--- src/rtl/multicycle_ctrl_fsm_pkg.sv ---
// Shared types and constants for the multi-cycle MIPS control sequencer:
// state encoding, opcode map and ALU operation classes.
package mips_ctrl_pkg;

  typedef enum logic [2:0] {
    ST_IDLE,
    ST_FETCH,
    ST_DECODE,
    ST_EXEC,
    ST_MEM,
    ST_WB,
    ST_TRAP
  } state_e;

  localparam logic [5:0] OP_RTYPE = 6'd0;
  localparam logic [5:0] OP_ADDI  = 6'd1;
  localparam logic [5:0] OP_LW    = 6'd4;
  localparam logic [5:0] OP_SW    = 6'd5;
  localparam logic [5:0] OP_BEQ   = 6'd6;
  localparam logic [5:0] OP_ITYPE = 6'd7;

  localparam logic [2:0] ALU_OP_RTYPE  = 3'd0;
  localparam logic [2:0] ALU_OP_BRANCH = 3'd1;
  localparam logic [2:0] ALU_OP_ADD    = 3'd2;
  localparam logic [2:0] ALU_OP_IMM    = 3'd3;

  function automatic logic is_legal_op(input logic [5:0] op);
    return (op inside {OP_RTYPE, OP_ADDI, OP_LW, OP_SW, OP_BEQ, OP_ITYPE});
  endfunction

  function automatic logic [2:0] alu_op_of(input logic [5:0] op);
    logic [2:0] r;
    r = ALU_OP_RTYPE;
    case (op)
      OP_BEQ:                 r = ALU_OP_BRANCH;
      OP_ADDI:                r = ALU_OP_ADD;
      OP_LW, OP_SW, OP_ITYPE: r = ALU_OP_IMM;
      default:                r = ALU_OP_RTYPE;
    endcase
    return r;
  endfunction

  // Immediate operand for everything except register-register ops and BEQ.
  function automatic logic alu_src_of(input logic [5:0] op);
    return !((op == OP_RTYPE) || (op == OP_BEQ));
  endfunction

endpackage

--- src/rtl/multicycle_ctrl_fsm_if.sv ---
// Instruction/data memory request-ready handshake between the sequencer
// (master) and the memory side (slave).
interface multicycle_ctrl_fsm_if;
  logic imem_req;
  logic imem_ready;
  logic dmem_req;
  logic dmem_ready;
  logic mem_write;

  modport master (
    output imem_req, dmem_req, mem_write,
    input  imem_ready, dmem_ready
  );

  modport slave (
    input  imem_req, dmem_req, mem_write,
    output imem_ready, dmem_ready
  );
endinterface

--- src/rtl/multicycle_ctrl_fsm_wait_timer.sv ---
// Wait-cycle watchdog shared by the fetch and data-memory states; counts
// consecutive stalled cycles and flags when the limit is reached.
module ctrl_wait_timer #(
  parameter int WAIT_LIMIT = 16,
  parameter int CNT_W      = 5
) (
  input  logic clk,
  input  logic rst_n,
  input  logic wait_i,
  output logic limit_o
);

  logic [CNT_W-1:0] cnt_q, cnt_d;

  // Only a stalled cycle can hit the limit, so a ready in that cycle wins.
  assign limit_o = (WAIT_LIMIT != 0) && wait_i && (cnt_q == CNT_W'(WAIT_LIMIT));

  always_comb begin
    cnt_d = '0;
    if (wait_i && !limit_o) begin
      cnt_d = (cnt_q == {CNT_W{1'b1}}) ? cnt_q : cnt_q + 1'b1;
    end
  end

  always_ff @(posedge clk or negedge rst_n) begin
    if (!rst_n) begin
      cnt_q <= '0;
    end else begin
      cnt_q <= cnt_d;
    end
  end

endmodule

--- src/rtl/multicycle_ctrl_fsm.sv ---
// Multi-cycle MIPS control sequencer: FETCH/DECODE/EXEC/MEM/WB with memory
// handshakes and a wait watchdog. Define ILLEGAL_OP_TRAP_EN to trap on illegal opcodes.
module multicycle_ctrl_fsm
  import mips_ctrl_pkg::*;
#(
  parameter int OPCODE_W   = 6,
  parameter int ALU_OP_W   = 3,
  parameter int WAIT_LIMIT = 16,
  parameter int CNT_W      = 5
) (
  input  logic                   clk,
  input  logic                   rst_n,
  multicycle_ctrl_fsm_if.master  mem_if,
  input  logic [OPCODE_W-1:0]    opcode,
  input  logic                   zero,
  output logic                   ir_write,
  output logic                   pc_write,
  output logic                   pc_src,
  output logic                   reg_dst,
  output logic                   alu_src,
  output logic                   mem_to_reg,
  output logic                   reg_write,
  output logic [ALU_OP_W-1:0]    alu_op,
  output logic                   instr_done,
  output logic                   bus_error,
  output logic                   trap
);

  state_e     state_q, state_d;
  logic       bus_err_q, bus_err_d;
  logic       trap_q, trap_d;
  logic [5:0] op;
  logic       waiting;
  logic       timeout;
  logic       imem_req_c, dmem_req_c, mem_write_c;
  logic [2:0] alu_op_c;

  assign op = 6'(opcode);

  assign waiting = ((state_q == ST_FETCH) && !mem_if.imem_ready) ||
                   ((state_q == ST_MEM)   && !mem_if.dmem_ready);

  ctrl_wait_timer #(
    .WAIT_LIMIT (WAIT_LIMIT),
    .CNT_W      (CNT_W)
  ) u_wait_timer (
    .clk     (clk),
    .rst_n   (rst_n),
    .wait_i  (waiting),
    .limit_o (timeout)
  );

  always_ff @(posedge clk or negedge rst_n) begin
    if (!rst_n) begin
      state_q   <= ST_IDLE;
      bus_err_q <= 1'b0;
      trap_q    <= 1'b0;
    end else begin
      state_q   <= state_d;
      bus_err_q <= bus_err_d;
      trap_q    <= trap_d;
    end
  end

  always_comb begin
    state_d     = state_q;
    bus_err_d   = bus_err_q;
    trap_d      = trap_q;
    imem_req_c  = 1'b0;
    dmem_req_c  = 1'b0;
    mem_write_c = 1'b0;
    ir_write    = 1'b0;
    pc_write    = 1'b0;
    pc_src      = 1'b0;
    reg_dst     = 1'b0;
    alu_src     = 1'b0;
    mem_to_reg  = 1'b0;
    reg_write   = 1'b0;
    alu_op_c    = '0;
    instr_done  = 1'b0;

    unique case (state_q)
      ST_IDLE: state_d = ST_FETCH;

      ST_FETCH: begin
        imem_req_c = 1'b1;
        if (mem_if.imem_ready) begin
          ir_write = 1'b1;
          pc_write = 1'b1;
          state_d  = ST_DECODE;
        end else if (timeout) begin
          bus_err_d = 1'b1;
          trap_d    = 1'b1;
          state_d   = ST_TRAP;
        end
      end

      ST_DECODE: begin
        if (is_legal_op(op)) begin
          state_d = ST_EXEC;
        end else begin
`ifdef ILLEGAL_OP_TRAP_EN
          trap_d  = 1'b1;
          state_d = ST_TRAP;
`else
          instr_done = 1'b1;
          state_d    = ST_FETCH;
`endif
        end
      end

      ST_EXEC: begin
        alu_src  = alu_src_of(op);
        alu_op_c = alu_op_of(op);
        if (op == OP_BEQ) begin
          pc_src     = 1'b1;
          pc_write   = zero;
          instr_done = 1'b1;
          state_d    = ST_FETCH;
        end else if ((op == OP_LW) || (op == OP_SW)) begin
          state_d = ST_MEM;
        end else begin
          state_d = ST_WB;
        end
      end

      // ALU controls stay at their EXEC values so the address is held.
      ST_MEM: begin
        dmem_req_c  = 1'b1;
        mem_write_c = (op == OP_SW);
        alu_src     = alu_src_of(op);
        alu_op_c    = alu_op_of(op);
        if (mem_if.dmem_ready) begin
          if (op == OP_SW) begin
            instr_done = 1'b1;
            state_d    = ST_FETCH;
          end else begin
            state_d = ST_WB;
          end
        end else if (timeout) begin
          bus_err_d = 1'b1;
          trap_d    = 1'b1;
          state_d   = ST_TRAP;
        end
      end

      ST_WB: begin
        reg_write  = 1'b1;
        reg_dst    = (op == OP_RTYPE);
        mem_to_reg = (op == OP_LW);
        instr_done = 1'b1;
        state_d    = ST_FETCH;
      end

      ST_TRAP: state_d = ST_TRAP;

      default: state_d = ST_IDLE;
    endcase
  end

  assign mem_if.imem_req  = imem_req_c;
  assign mem_if.dmem_req  = dmem_req_c;
  assign mem_if.mem_write = mem_write_c;
  assign alu_op           = ALU_OP_W'(alu_op_c);
  assign bus_error        = bus_err_q;
  assign trap             = trap_q;

endmodule

--- src/flat_wrapper.sv ---
// flat-port wrapper written by rule: the top's interface ports become plain ports
module multicycle_ctrl_fsm_flat import mips_ctrl_pkg::*;
#(
  parameter int OPCODE_W   = 6,
  parameter int ALU_OP_W   = 3,
  parameter int WAIT_LIMIT = 16,
  parameter int CNT_W      = 5
)
  (clk, rst_n, opcode, zero, ir_write, pc_write, pc_src, reg_dst, alu_src, mem_to_reg, reg_write, alu_op, instr_done, bus_error, trap, mem_if_imem_req, mem_if_dmem_req, mem_if_mem_write, mem_if_imem_ready, mem_if_dmem_ready);
  multicycle_ctrl_fsm_if mem_if_i ();
  input  logic clk;
  input  logic rst_n;
  input  logic [OPCODE_W-1:0] opcode;
  input  logic zero;
  output logic ir_write;
  output logic pc_write;
  output logic pc_src;
  output logic reg_dst;
  output logic alu_src;
  output logic mem_to_reg;
  output logic reg_write;
  output logic [ALU_OP_W-1:0] alu_op;
  output logic instr_done;
  output logic bus_error;
  output logic trap;
  output wire logic [$bits(mem_if_i.imem_req)-1:0] mem_if_imem_req;
  output wire logic [$bits(mem_if_i.dmem_req)-1:0] mem_if_dmem_req;
  output wire logic [$bits(mem_if_i.mem_write)-1:0] mem_if_mem_write;
  input wire logic [$bits(mem_if_i.imem_ready)-1:0] mem_if_imem_ready;
  input wire logic [$bits(mem_if_i.dmem_ready)-1:0] mem_if_dmem_ready;
  assign mem_if_imem_req = mem_if_i.imem_req;
  assign mem_if_dmem_req = mem_if_i.dmem_req;
  assign mem_if_mem_write = mem_if_i.mem_write;
  assign mem_if_i.imem_ready = mem_if_imem_ready;
  assign mem_if_i.dmem_ready = mem_if_dmem_ready;
  multicycle_ctrl_fsm #(.OPCODE_W(OPCODE_W), .ALU_OP_W(ALU_OP_W), .WAIT_LIMIT(WAIT_LIMIT), .CNT_W(CNT_W)) u_core (.clk(clk), .rst_n(rst_n), .mem_if(mem_if_i), .opcode(opcode), .zero(zero), .ir_write(ir_write), .pc_write(pc_write), .pc_src(pc_src), .reg_dst(reg_dst), .alu_src(alu_src), .mem_to_reg(mem_to_reg), .reg_write(reg_write), .alu_op(alu_op), .instr_done(instr_done), .bus_error(bus_error), .trap(trap));
endmodule
--- config.mk ---
export PLATFORM = sky130hd
export DESIGN_NAME = multicycle_ctrl_fsm_flat
export DESIGN_NICKNAME = d
export VERILOG_FILES = /design/src/rtl/multicycle_ctrl_fsm_pkg.sv /design/src/rtl/multicycle_ctrl_fsm_if.sv /design/src/rtl/multicycle_ctrl_fsm_wait_timer.sv /design/src/rtl/multicycle_ctrl_fsm.sv /design/src/flat_wrapper.sv
export SDC_FILE = /design/constraint.sdc
export NUM_CORES = 1
export LEC_CHECK = 0
export CAP_MARGIN = 20
export CORE_MARGIN = 4
export CORE_UTILIZATION = 44
export CTS_CLUSTER_DIAMETER = 50
export DETAILED_ROUTE_END_ITERATION = 7
export PLACE_DENSITY = 0.78
export SKIP_CTS_REPAIR_TIMING = 1
export SYNTH_ARGS = -nofsm -noshare
export SYNTH_HDL_FRONTEND = slang
export SYNTH_HIERARCHICAL = 1
export SYNTH_SLANG_ARGS = --single-unit
--- constraint.sdc ---
create_clock -name clk -period 2.8 [get_ports clk]
set_input_delay 0.56 -clock clk [delete_from_list [all_inputs] [get_ports clk]]
set_output_delay 0.56 -clock clk [all_outputs]
set_load 0.005 [all_outputs]
### Word level (Yosys, flattened, before mapping)

Cells that the tools add are included.

| word-level totals | value |
|---|---|
| input bits | 11 |
| output and inout bits | 16 |
| flip-flop bits (word level) | 10 |

| operators by class | value |
|---|---|
| eq/ne operators | 16 |
| multiplexer cells | 37 |
| reduce and logical (&&, ||, !) cells | 19 |
| add/sub/neg operators | 1 |

Operators with widths:

| kind | number |
|---|---|
| equality test 6 x 3 -> 1 bit, second input constant | 4 |
| 2-to-1 mux 1 bit | 22 |
| 2-to-1 mux 3 bit | 6 |
| case mux 3 bit (6 select lines) | 1 |
| equality test 5 bit, second input constant | 2 |
| 2-to-1 mux 5 bit | 2 |
| equality test 3 bit, second input constant | 3 |
| equality test 3 x 2 -> 1 bit, second input constant | 2 |
| equality test 6 x 1 -> 1 bit, second input constant | 1 |
| zero test 6 bit | 1 |
| != test 2 bit, second input constant | 3 |
| case mux 1 bit (2 select lines) | 3 |
| case mux 2 bit (3 select lines) | 1 |
| nonzero test 6 bit | 1 |
| adder 5 x 1 -> 5 bit, second input constant | 1 |
| logical AND 1 bit | 4 |
| zero test 1 bit | 4 |
| case mux 1 bit (4 select lines) | 1 |
| OR reduction 2 bit | 2 |
| equality test 3 x 1 -> 1 bit, second input constant | 1 |
| zero test 3 bit | 1 |
| logical OR 1 bit | 3 |
| AND reduction 3 bit | 1 |
| OR reduction 3 bit | 1 |
| other kinds (2) | 2 |

### Depth between registers and ports, before layout

Gate-level depths: netlist of the first run.

| logic depth | value |
|---|---|
| depth after elaboration | 7 |
| depth in mapped cells | 9 |
| mapped depth without buffers | 8 |

### By module

The synthesis of the first run kept the hierarchy.

Modules (own cells, without submodules):

| module | cells an instance | area an instance (sq um) | seq. area each (sq um) | instances |
|---|---|---|---|---|
| multicycle_ctrl_fsm | 67 | 503.0 | 125.1 | 1 |
| ctrl_wait_timer | 26 | 291.5 | 125.1 | 1 |

### Least setup slack after synthesis of the first run

OpenSTA, ideal clock, no wires.

| timing path | value |
|---|---|
| path kind | register -> register |
| start point | reg u_core.state_q[0] |
| end point | reg u_core.state_q[1] |
| arrival time | 1.963 ns |
| setup slack | 0.765 ns |
| period minus slack after synthesis | 2.035 ns |
| stages on the path, launching flop included | 10 |
| cell sequence | dfrtp_1 > clkbuf_2 > nand2b_1 > nor2_1 > inv_1 > o21bai_1 > nor4b_1 > or2_2 > a221oi_1 > nor2_1 |

| on the way | value |
|---|---|
| word-level cells in the longest chain between the ends | 7 |
| elaborated cells on any way between the ends | 16 |
| classes of those cells | 6 x eq/ne; 4 x mux; 6 x reduce/logical |

RTL lines:

| what | line | RTL |
|---|---|---|
| start, declared | multicycle_ctrl_fsm.sv:29 | `state_e state_q, state_d;` |
| start signal, assigned | multicycle_ctrl_fsm.sv:59 | `state_q <= state_d;` |
| equality test 3 x 1 -> 1 bit / equality test 3 bit (equally long branches) | multicycle_ctrl_fsm.sv:40, multicycle_ctrl_fsm.sv:41 |  |
| logical AND 1 bit (on tied branches) | multicycle_ctrl_fsm.sv:40, multicycle_ctrl_fsm.sv:41 |  |
| logical OR 1 bit (*) | multicycle_ctrl_fsm.sv:40 | `assign waiting = ((state_q == ST_FETCH) && !mem_if.imem_ready) \|\|` |
| named net u_core.waiting | multicycle_ctrl_fsm.sv:33 | `logic waiting;` |
| logical AND 1 bit (*) | multicycle_ctrl_fsm_wait_timer.sv:16 | `assign limit_o = (WAIT_LIMIT != 0) && wait_i && (cnt_q == CNT_W'(WAIT_LIMIT));` |
| named net u_core.timeout | multicycle_ctrl_fsm.sv:34 | `logic timeout;` |
| 2-to-1 mux 3 bit (*) | - |  |
| 2-to-1 mux 3 bit (on tied branches) | - |  |
| case mux 3 bit (6 select lines) (*) | multicycle_ctrl_fsm.sv:82 | `unique case (state_q)` |
| named net u_core.state_d[1] | multicycle_ctrl_fsm.sv:29 |  |

Mark *: on every way through the listed nets, which the timed path passes. The rest lies on a longest branch.
A chain may end at the register's enable or synchronous reset.

### Worst setup path after layout of the first run

| timing path | value |
|---|---|
| start point | in opcode[1] |
| end point | out mem_if_mem_write |

| on the way | value |
|---|---|
| word-level cells in the longest chain between the ends | 2 |

RTL lines:

| what | line | RTL |
|---|---|---|
| start, declared | flat_wrapper.sv:13 | `input logic [OPCODE_W-1:0] opcode;` |
| equality test 6 x 3 -> 1 bit | multicycle_ctrl_fsm.sv:130 | `mem_write_c = (op == OP_SW);` |
| 2-to-1 mux 1 bit | multicycle_ctrl_fsm.sv:82 |  |
| end, declared | flat_wrapper.sv:28 | `output wire logic [$bits(mem_if_i.mem_write)-1:0] mem_if_mem_write;` |

Every way passes these cells.

==> impl.org, run 1 <==
** Timing
- The number of hold violations in the final report came to 0.
- The max-slew violation count was 0.
- Post-layout min period :: 2720 ps
- Clock skew on the completed layout was measured at 4.08 ps.
- Final worst-path cycle share :: a little over nine tenths
- Post-route worst hold slack :: 469 ps
- Final sum of negative setup slack :: 0 ps
- Static timing analysis puts the maximum clock frequency at 0.368 GHz.
- Setup violations remaining at the end of the flow were counted as 0.
- Minimum setup slack in the final design :: 79.1 ps
- Setup repair after global routing left no endpoint under its margin.

** Global routing
- Entering global routing, the biggest net connects 15 pins.
- The first global-routing pass estimated between 3 and 4 mm of wire.
- The initial antenna violation count was 0.
- The via count of the first global-routing pass is 765.
- Global-route usage over all layers :: 16.3%
- Summed over all layers, the global routing overflow is 0.

** Logic synthesis
- Counting flops and latches in the post-synthesis netlist gives 10.
- Proportion of synthesized chip area in sequential cells :: 31.5%
- Most frequently used flop master after synthesis :: dfrtp_1
- Number of nets produced by synthesis :: 107
- FFs w/ async S/R, synth :: 100%
- In this run, synthesis inferred 0 flip-flops with an integrated enable.
- Yosys mapped the design onto 36 distinct sky130hd cell types.
- Per-instance average area after synthesis :: 8.54 um^2
- Number of instances in the synthesized netlist :: 93
- Yosys printed 6 warnings.
- Summing every instance area after synthesis gives 795 um^2.

** Clock network
- Number of sinks driven by the clock tree :: 10
- CTS tree :: done
- Root Buffer Master :: clkbuf_4
- After clock tree synthesis, the clock-pin slew on the worst setup and hold paths is 60 ps.
- CTS built an H-tree with a depth of 1.
- Num CTS Buffers :: 3
- Counting along the longest clock path gives a buffer depth of 2.
- Skew-Pair Late Insertion Delay :: between 200 and 300 ps

** Critical path
- The critical path ends at mem_if_mem_write.
- STA classifies the critical path startpoint as an input port.
- Tracing the worst setup path back leads to its startpoint at opcode[1].
- Maximum fanout count along the critical path :: 5
- The worst setup path is captured at an output port.
- Reg-to-Reg Start :: u_core/state_q[0]$_DFF_PN0_
- For the worst setup path, the data arrival time is approximately 2200 ps.
- Type of the worst setup path :: in -> out
- Worst reg-to-reg setup slack :: about 650 ps
- Counting cells, the worst reg-to-reg path comes to 9.
- For the worst setup path, the data required time is 2240 ps.
- In this run the critical register-to-register path is captured at u_core/state_q[1]$_DFF_PN0_.

** Cells and area
- Summing all flip-flop and latch instances after layout gives 250 um^2.
- The filler cells instantiated in the layout total 154.
- Area of the multi-input gates :: between 500 and 600 um^2
- Once layout is complete, the cells apart from fillers number 153.
- Leaving out fill and tap cells, the most frequent cells in the layout are clkdlybuf4s50_1 (19), nor2_1 (13), dfrtp_1 (10).
- 0 antenna diodes ended up in the layout.
- At the end of the flow, the number of nets in the layout was 143.
- In the final layout, the share of cells above drive strength 1 is a little over a fifth.
- Leading cell type in the layout, fill and taps excluded :: clkdlybuf4s50_1
- Compared with the post-synthesis result, the final layout area differs by 53.5%.

** Placed design
- Summed over all nets, the half-perimeter wirelength after detailed placement is 1.52 mm.
- Before CTS, the worst setup slack after placement is -205 ps.
- Post-Place Cells :: ~150
- Routability-driven placement finished with a final weighted congestion of 0.831.
- Input and output buffers added on the ports amount to 25.

** Routing
- The first routing iteration left 22 violations.
- In the final routed layout, each cell accounts on average for 13.7 um.
- For this run, design rule violations remaining after detail routing come to 0.
- 1st-pass router iterations :: 4
- ANT nets after route :: 0
- In the routed layout, each cell is associated on average with a via count of 5.20.
- Detailed-route wire length :: 2.09 mm
- Total number of vias :: 795

** Run
- Max-cap violations :: 0

** Floorplan
- Die width :: between 50 and 60 um
- The initial utilization of the core area, before any placement, comes to 46.0%.
- The floorplan step set the die height to around 50 um.
- Core Area :: 1730 um^2
- In this run the core area contains 15 standard-cell rows.
- Number of ports placed on the die boundary :: 27
- The floorplan step defined a die boundary enclosing between 2000 and 3000 um^2.

** Power and ir drop
- Summed over all cells, the static leakage comes to 0.583 nW.
- VDD IR-drop max :: 386 uV
- Power density over the cells :: 591 nW/um^2
- The completed layout was analyzed and its total power is 720 uW.

** Min path
- The worst hold path belongs to the class reg -> reg.

** Outcome
- Result of the run :: completed
==> synth_stat cells (all sizes together), types with 2 or more instances <==
| cell type | n | share of area, % |
|---|---|---|
| xor2 | 2 | 2.2 |
| inv | 5 | 2.4 |
| nor3 | 3 | 3.1 |
| and2 | 3 | 2.4 |
| mux2i | 3 | 3.8 |
| clkbuf | 2 | 1.6 |
| and3 | 5 | 4.6 |
| dfrtp | 10 | 31 |
| a21oi | 3 | 1.9 |
| nor2 | 14 | 6.6 |
| a221oi | 2 | 2.2 |
| nand3 | 2 | 1.3 |
| nand3b | 2 | 1.9 |
| ha | 3 | 4.7 |
| o21ai | 4 | 2.5 |
| a221o | 2 | 2.5 |
| nand2 | 4 | 1.9 |
| nor2b | 3 | 2.4 |
| nand2b | 7 | 5.5 |
==> how the worst min path moves through the flow <==
stage                                 startpoint  cells after the start                            to
finish                   u_core/trap$_DFFE_PN0P_                      1       u_core/trap$_DFFE_PN0P_
global route        u_core/bus_error$_DFFE_PN0P_                      1  u_core/bus_error$_DFFE_PN0P_
CTS                      u_core/trap$_DFFE_PN0P_                      1       u_core/trap$_DFFE_PN0P_
detailed placement       u_core/trap$_DFFE_PN0P_                      1       u_core/trap$_DFFE_PN0P_
global placement         u_core/trap$_DFFE_PN0P_                      1       u_core/trap$_DFFE_PN0P_
floorplan                                  rst_n                      0  u_core/bus_error$_DFFE_PN0P_
==> sequential cells by signal (all words and copies together) (netlist names) <==
name / count
u_core/u_wait_timer/cnt_q: 5
u_core/state_q: 3
u_core/trap: 1
u_core/bus_error: 1
==> layout make-up <==
cell class              instances  share of cell area, %
well taps                      25                   2.56
multi-input cells              75                   45.1
clock buffers                   4                   2.97
flip-flops and latches         10                   20.5
repair buffers                 34                   27.3
inverters                       5                   1.54
==> critical path, cell delays in order <==
cell and delay [ps]:
clkdlybuf4s50_1 420, buf_4 160, nand2b_1 220, nor2_2 140
and3_1 160, clkdlybuf4s50_1 500
==> kinds of logic after synthesis <==
logic type               synth area share [%]
flip-flops                               31.5
AND/OR/NAND/NOR                          34.8
buffers and inverters                    4.88
AO/OA/AOI/OAI                            16.5
multiplexers                             3.78
XOR/XNOR                                 3.31
adder cells (fa/ha/maj)                  4.72
other                                   0.472
==> where the power goes <==
part / total (mW) / switching, mW / internal [mW]
clock network: 0.128 / 0.0490 / 0.0789
logic: 0.356 / 0.160 / 0.196
registers: 0.237 / 0.0622 / 0.174
==> through the flow <==
| step | area, um^2 | utilization (%) |
|---|---|---|
| finish | 1220 | 70.7 |
| floorplan | 795 | - |
| detailed placement | 1110 | 64.2 |
| CTS | 1140 | 66.3 |
| global route | 1220 | 70.7 |
| global placement | 1110 | 64.2 |
==> metal layers <==
layer	GRT usage [%]	vias up	share of wire [%]
li1	-	400	-
met1	19.4	372	45
met2	28.7	21	51
met3	1.78	2	3.4
met4	8.07	0	0.67
met5	0	-	0
(Power assumes the default switching activity.)
==> run 2: changes to the inputs <==
- CTS_CLUSTER_DIAMETER: 50 -> unset
- SKIP_CTS_REPAIR_TIMING: 1 -> unset
==> impl.org, run 2 (same netlist as run 1, synthesis figures left out) <==
** Timing
- Final hold violation count :: 0 (unchanged)
- RSZ-0062 raised after global routing :: false
- The clock skew after layout is 4.63 ps (+0.552 ps).
- F_max :: 0.365 GHz (-0.82%)
- Minimum setup slack in the final design :: 56.7 ps (-22.4 ps)
- Total setup violations reported at the end of the flow :: 0 (unchanged)
- The max-slew violation count is 0 (unchanged).
- Final worst-path cycle share :: 98.0% (+0.80 points)
- Post-layout min period :: 2740 ps (+22.4 ps)

** Routing
- The total wirelength of the detailed-routed design came to 2.05 mm (-2.2%).
- Via/cell ratio :: 5.23 (+0.63%)
- Total number of vias :: 800 (+0.63%)
- # DRC :: 0 (unchanged)
- The detailed-route wire length per cell was 13.4 um (-2.2%).
- 1st-iter DRT viols :: 19 (-14%)
- The count of nets left with antenna violations after detail routing was 0 (unchanged).
- 1st-pass router iterations :: 4 (unchanged)

** Critical path
- Crit end category :: output port
- Worst reg-to-reg setup slack :: 690 ps (+40 ps)
- Cell family with the largest share of critical-path delay :: buffers and inverters
- Cell with the largest stage delay on the worst path :: clkdlybuf4s50_1
- Maximum fanout count along the critical path :: 5 (unchanged)
- Crit path launch type :: input port
- The number of cells on the critical path came to 6 (unchanged).
- CP Buf/Inv Count :: 3 (unchanged)
- The largest stage delay on the critical path was 500 ps (about the same).
- Most frequent cell on the critical path :: clkdlybuf4s50_1
- The critical path goes through clkdlybuf4s50_1 > buf_4 > nand2b_1 > nor2_2 > and3_1 > clkdlybuf4s50_1.
- The critical path is of the in -> out type.
- Required arrival time at the worst endpoint :: 2240 ps (about the same)
- Arr. time, crit path :: 2180 ps (+20 ps)
- Cell depth of the worst flop-to-flop path :: 9 (unchanged)

** Clock network
- Register clock-pin slew on the reported worst setup and hold paths :: 60 ps (about the same)
- CTS tree :: done
- The number of clock sinks seen by CTS is 10 (unchanged).
- Num CTS Buffers :: 3 (unchanged)
- Clk buf depth :: 2 (unchanged)
- Root Buffer Master :: clkbuf_4
- H-tree depth :: 1 (unchanged)
- Skew-Pair Late Insertion Delay :: 260 ps (about the same)

** Global routing
- Global-route usage over all layers :: 17.1% (+0.81 points)
- Initial antenna violation count :: 0 (unchanged)
- Number of global-route vias before repair :: 789 (+3.1%)
- First-pass GRT wire length :: 3.37 mm (+4.5%)
- The global-route congestion overflow total is 0 (unchanged).
- The largest net degree at the start of global routing is 15 (unchanged).

** Floorplan
- The starting utilization of the core area came to 46.0% (unchanged).
- Area of the die :: 2550 um^2 (unchanged)
- The horizontal extent of the die is 50.5 um (unchanged).
- Core Area :: 1730 um^2 (unchanged)
- The total number of placement rows is 15 (unchanged).
- Die H :: 50.5 um (unchanged)
- Number of ports placed on the die boundary :: 27 (unchanged)

** Cells and area
- The number of filler instances in the final layout is 154 (unchanged).
- The antenna diode count came to 0 (unchanged).
- Number of nets in the final layout :: 143 (unchanged)
- Area growth syn-to-layout :: 50.1%
- The top cell types in the final layout, fill and taps aside, are clkdlybuf4s50_1 (20), nor2_1 (13), dfrtp_1 (10).
- The flip-flop count of the largest register, all copies and words added came to 5 (unchanged).
- Leading cell type in the layout, fill and taps excluded :: clkdlybuf4s50_1
- Largest registers in the final layout :: u_core/u_wait_timer/cnt_q: 5 flops, u_core/state_q: 3 flops
- u_core/u_wait_timer/cnt_q holds more flip-flops than any other register.
- Share of cells above drive strength 1 :: 20.3% (-0.78 points)

** Placed design
- IO buf count :: 25 (unchanged)
- Placer congestion estimate :: 0.831 (unchanged)
- Dpl ws :: -205 ps (unchanged)
- The HPWL after detailed placement was 1.52 mm (unchanged).

** Power and ir drop
- Power density over the cells :: 598 nW/um^2 (+1.3%)
- Leakage power total :: 0.546 nW (-6.3%)
- The maximum vdd ir drop came to 369 uV (-4.2%).
- The final total power is 713 uW (-0.97%).

** Run
- The number of max-cap violations is 0 (unchanged).

** Outcome
- Result of the run :: completed

** Min path
- The min-delay analysis places its worst path in the category reg -> reg.
- Depth of the worst hold-timing path :: 1 (unchanged)
[run 2: cell count changes in the layout (fill, tap and decap cells not counted), sizes merged]
cell	previous run	this run
clkdlybuf4s50	19	20
dlygate4sd2	0	2
dlymetal6s2s	6	3
[run 2: cell type report]
cell class              count  area [um^2]  area share, %
multi-input cells          75          533           44.7
repair buffers             34          323           27.1
flip-flops and latches     10          250           21.0
clock buffers               4         36.3           3.04
well taps                  25         31.3           2.62
inverters                   5         18.8           1.57
[run 2: report_power, final]
group          switching (mW)  internal (mW)  leakage [nW]
Combinational           0.156          0.194         0.398
Clock                  0.0493         0.0789        0.0210
Sequential             0.0614          0.174         0.127
Total                   0.266          0.447         0.546
[run 2: worst paths after layout]
kind,start,endpoint
max,opcode[1],mem_if_mem_write
min in group asynchronous,rst_n,u_core/u_wait_timer/cnt_q[1]$_DFFE_PN0P_
max reg2reg,u_core/state_q[0]$_DFF_PN0_,u_core/state_q[1]$_DFF_PN0_
max in group asynchronous,rst_n,u_core/bus_error$_DFFE_PN0P_
min,u_core/trap$_DFFE_PN0P_,u_core/trap$_DFFE_PN0P_
min reg2reg,u_core/trap$_DFFE_PN0P_,u_core/trap$_DFFE_PN0P_
[run 2: stage by stage]
step                TNS, ps  area (um^2)  utilization [%]  hold slack, ps  instances
floorplan                 0          795                -             264         93
global placement       -250         1110             64.2             450        147
detailed placement     -374         1110             64.2             454        147
CTS                       0         1180             68.3             469        153
global route              0         1190             69.1             500        153
finish                    0         1190             69.1             469        153
[run 2: worst register-to-register path, delay by kind of cell, from the launching register on]
kind | cells | cell delay [ps]
simple gates | 5 | 970
flops | 1 | 460
compound gates | 2 | 340
buf+inv | 2 | 270
[run 2: routing by layer]
layer / share of wire, % / track usage (%) / wire length [um] / vias to the layer above
met5: 0 / 0 / 0 / -
met4: 1.4 / 9.42 / 29 / 0
met3: 4.8 / 1.78 / 99 / 4
met2: 52 / 30.0 / 1060 / 29
met1: 42 / 20.2 / 861 / 371
li1: - / - / - / 396
[run 2: repair_timing]
action | in CTS | in global routing
gates resized for setup | 6 | 5
endpoints found under the setup margin | 5 | 6
hold buffers | 0 | 0
buffers inserted | 2 | 0
pin swaps | 2 | 0
